<file path="src/rtl/apb_master_bridge.sv">
// Single-outstanding bridge from a valid/ready command channel to APB SETUP/ACCESS
// transfers, with a wait-state watchdog that aborts hung transfers with an error response.
module apb_master_bridge #(
    parameter int ADDR_WIDTH     = 32,
    parameter int DATA_WIDTH     = 32,
    parameter int TIMEOUT_CYCLES = 16
) (
    input  logic                    PCLK,
    input  logic                    PRESETn,
    // Command channel
    input  logic                    cmd_valid,
    output logic                    cmd_ready,
    input  logic                    cmd_write,
    input  logic [ADDR_WIDTH-1:0]   cmd_addr,
    input  logic [DATA_WIDTH-1:0]   cmd_wdata,
    input  logic [DATA_WIDTH/8-1:0] cmd_strb,
    // Response channel
    output logic                    rsp_valid,
    input  logic                    rsp_ready,
    output logic [DATA_WIDTH-1:0]   rsp_rdata,
    output logic                    rsp_err,
    // APB master side
    output logic                    PSELx,
    output logic                    PENABLE,
    output logic                    PWRITE,
    output logic [ADDR_WIDTH-1:0]   PADDR,
    output logic [DATA_WIDTH-1:0]   PWDATA,
    output logic [DATA_WIDTH/8-1:0] PSTRB,
    input  logic [DATA_WIDTH-1:0]   PRDATA,
    input  logic                    PREADY,
    // Debug view of the FSM
    output logic [1:0]              dbg_state
);

    localparam int STRB_WIDTH = DATA_WIDTH / 8;
    localparam bit WDOG_EN    = (TIMEOUT_CYCLES != 0);
    localparam int CNT_WIDTH  = WDOG_EN ? $clog2(TIMEOUT_CYCLES + 1) : 1;
    localparam logic [CNT_WIDTH-1:0] CNT_LAST = WDOG_EN ? CNT_WIDTH'(TIMEOUT_CYCLES - 1)
                                                        : CNT_WIDTH'(0);
    localparam logic [CNT_WIDTH-1:0] CNT_MAX  = {CNT_WIDTH{1'b1}};

    typedef enum logic [1:0] {
        S_IDLE   = 2'd0,
        S_SETUP  = 2'd1,
        S_ACCESS = 2'd2,
        S_RESP   = 2'd3
    } state_t;

    state_t                 state, state_next;
    logic [CNT_WIDTH-1:0]   wait_cnt;
    logic                   accept;
    logic                   access_done;
    logic                   access_timeout;

    // Handshakes: a beat transfers on a rising edge where valid && ready are both high;
    // valid must stay asserted with stable payload until that edge, and ready never depends
    // combinationally on valid.
    always_ff @(posedge PCLK) begin
        if (!PRESETn) begin
            state <= S_IDLE;
        end else begin
            state <= state_next;
        end
    end

    always_comb begin
        state_next     = state;
        accept         = 1'b0;
        access_done    = 1'b0;
        access_timeout = 1'b0;
        case (state)
            S_IDLE: begin
                if (cmd_valid && cmd_ready) begin
                    accept     = 1'b1;
                    state_next = S_SETUP;
                end
            end
            S_SETUP: state_next = S_ACCESS;
            S_ACCESS: begin
                // PREADY wins over the watchdog when both fire in the same cycle.
                if (PREADY) begin
                    access_done = 1'b1;
                    state_next  = S_RESP;
                end else if (WDOG_EN && (wait_cnt == CNT_LAST)) begin
                    access_timeout = 1'b1;
                    state_next     = S_RESP;
                end
            end
            S_RESP: begin
                if (rsp_ready) begin
                    state_next = S_IDLE;
                end
            end
            default: state_next = S_IDLE;
        endcase
    end

    assign PSELx     = (state == S_SETUP) || (state == S_ACCESS);
    assign PENABLE   = (state == S_ACCESS);
    assign rsp_valid = (state == S_RESP);
    assign dbg_state = state;

    // cmd_ready is registered so it stays low while reset is held and rises one edge later.
    always_ff @(posedge PCLK) begin
        if (!PRESETn) begin
            cmd_ready <= 1'b0;
            PWRITE    <= 1'b0;
            PADDR     <= '0;
            PWDATA    <= '0;
            PSTRB     <= '0;
            rsp_rdata <= '0;
            rsp_err   <= 1'b0;
            wait_cnt  <= '0;
        end else begin
            cmd_ready <= (state_next == S_IDLE);

            if (accept) begin
                PADDR  <= cmd_addr;
                PWRITE <= cmd_write;
                PWDATA <= cmd_write ? cmd_wdata : '0;
                PSTRB  <= cmd_write ? cmd_strb : STRB_WIDTH'(0);
            end

            if (access_done) begin
                rsp_rdata <= PWRITE ? '0 : PRDATA;
                rsp_err   <= 1'b0;
            end else if (access_timeout) begin
                rsp_rdata <= '0;
                rsp_err   <= 1'b1;
            end

            if ((state == S_RESP) && rsp_ready) begin
                wait_cnt <= '0;
            end else if ((state == S_ACCESS) && !PREADY && (wait_cnt != CNT_MAX)) begin
                wait_cnt <= wait_cnt + CNT_WIDTH'(1);
            end
        end
    end

endmodule

</file>
<file path="config.mk">
export PLATFORM = sky130hd
export DESIGN_NAME = apb_master_bridge
export DESIGN_NICKNAME = d
export VERILOG_FILES = /design/src/rtl/apb_master_bridge.sv
export SDC_FILE = /design/constraint.sdc
export NUM_CORES = 1
export LEC_CHECK = 0
export CORE_MARGIN = 2
export CORE_UTILIZATION = 42
export DETAILED_ROUTE_END_ITERATION = 8
export PLACE_DENSITY = 0.86
export SYNTH_ARGS = -nofsm -noshare
export SYNTH_HDL_FRONTEND = slang
export SYNTH_SLANG_ARGS = --single-unit
</file>
<file path="constraint.sdc">
create_clock -name PCLK -period 3.1 [get_ports PCLK]
set_clock_uncertainty 0.15 [all_clocks]
set_input_delay 0.465 -clock PCLK [delete_from_list [all_inputs] [get_ports PCLK]]
set_output_delay 0.465 -clock PCLK [all_outputs]
set_load 0.01 [all_outputs]
</file>
# Yosys cells after proc, flatten, opt, wreduce, memory -nomap -nowiden
# Cells that the tools add are included.
[word_totals]
out_inout_bits = 108
mem_bits_rw = 0
ff_bits = 110
latchBits = 0
rom_bits = 0
word_cells = 44
memories = 0
[classes]
reduce_logical = 11
n_div = 0
shift = 0
bitwise = 1
multipliers = 0
n_eq_ne = 5
n_lt_le_gt_ge = 0
n_mux = 17
n_addsub = 1
[op_table]
columns = ["op", "count"]
rows = [
  ["2-to-1 mux 32 bit", 4],
  ["2-to-1 mux 2 bit", 4],
  ["case mux 2 bit (4 select lines)", 1],
  ["2-to-1 mux 1 bit", 7],
  ["adder 5 x 1 -> 5 bit (second input constant)", 1],
  ["== test 5 x 4 -> 1 bit (second input constant)", 1],
  ["inequality test 5 bit (second input constant)", 1],
  ["== test 2 bit (second input constant)", 2],
  ["logical AND 1 bit", 4],
  ["logical NOT 2 bit", 2],
  ["2-to-1 mux 4 bit", 1],
  ["OR reduction 2 bit", 2],
  ["== test 2 x 1 -> 1 bit (second input constant)", 1],
  ["nonzero test 2 bit", 1],
  ["logical NOT 1 bit", 1],
  ["logical OR 1 bit", 1],
  ["NOT 1 bit", 1],
]

# Longest topological paths before layout
[depth]
depth_word = 6
mapped_depth = 8

# Least setup slack after synthesis
# Ideal clock, no wire load.
[synth_path]
kind = "register -> register"
start = "register wait_cnt[0]"
end = "register wait_cnt[3]"
synth_period_minus_slack_ns = 1.873
setup_slack_ns = 1.227
path_stages_with_launch = 7
arrival_time_ns = 1.599
setup_ns = 0.123
path_cell_list = "dfxtp_1 -> ha_1 -> and3_1 -> ha_1 -> nor3b_4 -> nand4_1 -> mux2_1"
[synth_via]
elab_chain_cells = 2
[synth_rtl]
columns = ["item", "line", "rtl"]
rows = [
  ["start, declared", "50", "logic [CNT_WIDTH-1:0] wait_cnt;"],
  ["start signal, assigned", "135", "wait_cnt <= wait_cnt + CNT_WIDTH'(1);"],
  ["parallel branches: the longest is 2 deep, another holds adder 5 x 1 -> 5 bit", "--", ""],
]
# Parallel ways; which one is timed is not known.
# A chain may end at the register's enable or synchronous reset.

# Final worst setup path
[layout_path]
start = "register state[0] (netlist: dbg_state[0])"
end = "output port PENABLE"
[layout_via]
elab_chain_cells = 1
[layout_rtl]
columns = ["item", "line", "rtl"]
rows = [
  ["start, declared", "49", "state_t state, state_next;"],
  ["start signal, assigned", "62", "state <= state_next;"],
  ["== test 2 bit", "99", "assign PENABLE = (state == S_ACCESS);"],
  ["end, declared", "24", "output logic PENABLE,"],
]
# No other way between the ends.

==> summary.md <==
| Metric | Value |
|---|---|
| Run status | `finished, final reports clean` |
| Synth Cell Area | `0.00399 mm²` |
| Global-route wire length before repair | `17500 µm` |
| Slew Limit Fails | `0` |
| Antenna violations before repair | `0` |
| Fraction of layout cells with a size suffix above 1 | `0.0422` |
| Cell at the slowest stage of the critical path | `clkdlybuf4s50_1` |
| Sum Neg Setup Slack | `0 ns` |
| CP bufs+invs | `2` |
| Gpl congestion | `0.781` |
| Rows | `35` |
| Starting Density | `0.432` |
| Vias in the first global route | `3791` |
| FF/Latch Area | `0.00220 mm²` |
| Fin worst setup slack | `0.595 ns` |
| Crit path DAT | `1.89 ns` |
| Syn Nets | `578` |
| Detailed Route Iter0 Violations | `145` |
| Multi-input logic area | `0.00161 mm²` |
| Postcts setup bufs | `0` |
| Drt total wl | `11400 µm` |
| Die Ht | `101 µm` |
| Max FO, Critical Path | `9` |
| H-tree depth | `3` |
| Final Cycle Share | `0.808` |
| Post-route cell area | `0.00636 mm²` |
| DP HPWL | `8280 µm` |
| # IOs | `214` |
| Pre-Repair DR Iteration Count | `5` |
| Post-synthesis async set-or-reset flop share | `0` |
| Setup Crit Path Kind | `flop to primary output` |
| Synth Register Bits | `110` |
| Die Wd | `101 µm` |
| HP Class | `flop to flop` |
| Hold_ws | `0.307 ns` |
| Post-route DRC | `0` |
| Routed WL per cell | `14.4 µm` |
| Highest-count cells in the layout ignoring fill and taps | `clkdlybuf4s50_1 (213), dfxtp_1 (110), nand2_1 (103)` |
| Filler instances | `742` |
| Worst Path Required | `2.48 ns` |
| Slew headroom | `0.544` |
| Power per Cell Area | `536 mW/mm²` |
| Sequential fraction of the synthesis area | `0.552` |
| Drt via density | `5.03` |
| Reg clk slew, reported paths | `0.09 ns` |
| Commonest non-fill, non-tap cell in the layout | `clkdlybuf4s50_1` |
| EDFF count, synth | `0` |
| YS warnings | `0` |
| Mean Syn Cell Area | `8.60 µm²` |
| Crit path cell chain | `inv_1 > ha_1 > clkdlybuf4s50_1` |
| Diode count | `0` |
| Crit-path max cell delay | `0.64 ns` |
| LEAKAGE | `2.20 nW` |
| Synth top area cells | `dfxtp_1 (55%), nand2_1 (9.7%), a21oi_1 (8.8%)` |
| Final min period | `2.50 ns` |
| Total track usage | `0.210` |
| Resize count post-CTS | `0` |
| # setup viols final | `0` |
| # port buffers | `213` |
| Placed cell areas | `0.00620 mm²` |
| Startpoint class of the critical path | `flop` |
| Post-synth top area share | `0.552` |
| Number of max-cap violations | `0` |
| Clk sinks | `110` |
| Pre-CTS WS | `0.789 ns` |
| Root buf cell | `clkbuf_8` |
| Core area | `0.00924 mm²` |
| Cts bufs inserted | `9` |
| ANT nets after route | `0` |
| CP delay by family, top | `buffers and inverters` |
| Via count | `3980` |
| CTS Hold Buffers Added | `0` |
| RSZ-0062 raised after global routing | `false` |
| CTS tree | `yes` |
| Grt ovf | `0` |
| Area of the die | `0.0103 mm²` |
| Largest net degree at the start of global routing | `70` |
| # nets final | `772` |
| Fin. Hold Viols | `0` |
| Synth Flop Type | `dfxtp_1` |
| Maximum vdd drop | `0.294 mV` |
| Fmax | `0.399 GHz` |
| Yosys top cell by area | `dfxtp_1` |
| CP Capture Type | `primary output` |
| Core Util, Final | `0.689` |
| Clock Path Buffers | `2` |
| Cells after Synth | `464` |
| Clk_lat worst skew | `0.35 ns` |
| R2r setup slk | `1.03 ns` |
| Area Growth Syn to Fin | `59.5%` |
| Least-Margin Pin Slew | `0.685 ns` |
| Number of distinct library cells after synthesis | `28` |
## report_power, final
group,internal (mW),total (mW),leakage [nW],switching [mW]
Sequential,1.55,1.63,0.890,0.0821
Clock,0.294,0.768,0.0755,0.474
Combinational,0.513,1.01,1.23,0.500
Total,2.35,3.41,2.20,1.06
## per-layer routing
metal  part of all wire  vias to the layer above  track usage
met3              0.064                       17       0.0421
met5                  0                        -            0
met2               0.52                      150        0.382
met1               0.40                     1859        0.245
met4              0.018                        0       0.0717
li1                   -                     1954            -
## synth_stat cells, types with 2 or more instances
| library cell | instances |
|---|---|
| dfxtp_1 | 110 |
| inv_1 | 6 |
| a21oi_1 | 70 |
| nor4bb_1 | 2 |
| a211oi_1 | 3 |
| a311o_1 | 2 |
| a22oi_1 | 32 |
| nand3_1 | 37 |
| nand2_1 | 103 |
| clkbuf_1 | 19 |
| ha_1 | 8 |
| buf_1 | 2 |
| and3_1 | 3 |
| buf_2 | 15 |
| xnor2_1 | 2 |
| nor2_1 | 38 |
## cell families (layout without fill, tap and decap cells)
kind of cell,count (synthesis),count (layout),share of synthesized area
buffers and inverters,43,242,0.0461
AND/OR/NAND/NOR,188,188,0.200
XOR/XNOR,2,2,0.00439
adder cells (fa/ha/maj),8,8,0.0251
AO/OA/AOI/OAI,111,111,0.167
multiplexers,2,2,0.00533
flip-flops,110,110,0.552
## worst min-delay path, delay by kind of cell (launching register included)
| family | cells | cell delay, ns |
|---|---|---|
| flops | 1 | 0.32 |
| simple gates | 1 | 0.05 |
| compound gates | 1 | 0.05 |
## final timing paths
| kind | start | depth (start not counted) | to |
|---|---|---|---|
| worst max-delay path | dbg_state[0] | 3 | PENABLE |
| worst max register to register | dbg_state[0] | 6 | PSTRB[3] |
| worst min register to register | PWDATA[21] | 2 | PWDATA[21] |
| worst min-delay path | PWDATA[21] | 2 | PWDATA[21] |
## cell type report
type	instances	area share
Inverter	6	0.00354
Sequential cell	110	0.346
Clock inverter	5	0.00570
Clock buffer	11	0.0206
Timing Repair Buffer	220	0.345
Tap cell	129	0.0254
Multi-Input combinational cell	311	0.253
## state kept, by name, indices dropped and copies added (netlist names)
name       count
dbg_state      2
PWDATA        32
PADDR         32
wait_cnt       5
rsp_rdata     32
PSTRB          4
PWRITE         1
rsp_err        1
cmd_ready      1
## stage by stage
step	cells	power [mW]
after floorplan	464	2.15
after global placement	776	2.65
after detailed placement	776	2.68
after CTS	792	3.43
after global routing	792	3.59
final	792	3.41
No activity file was read; power rests on OpenSTA's default activity.
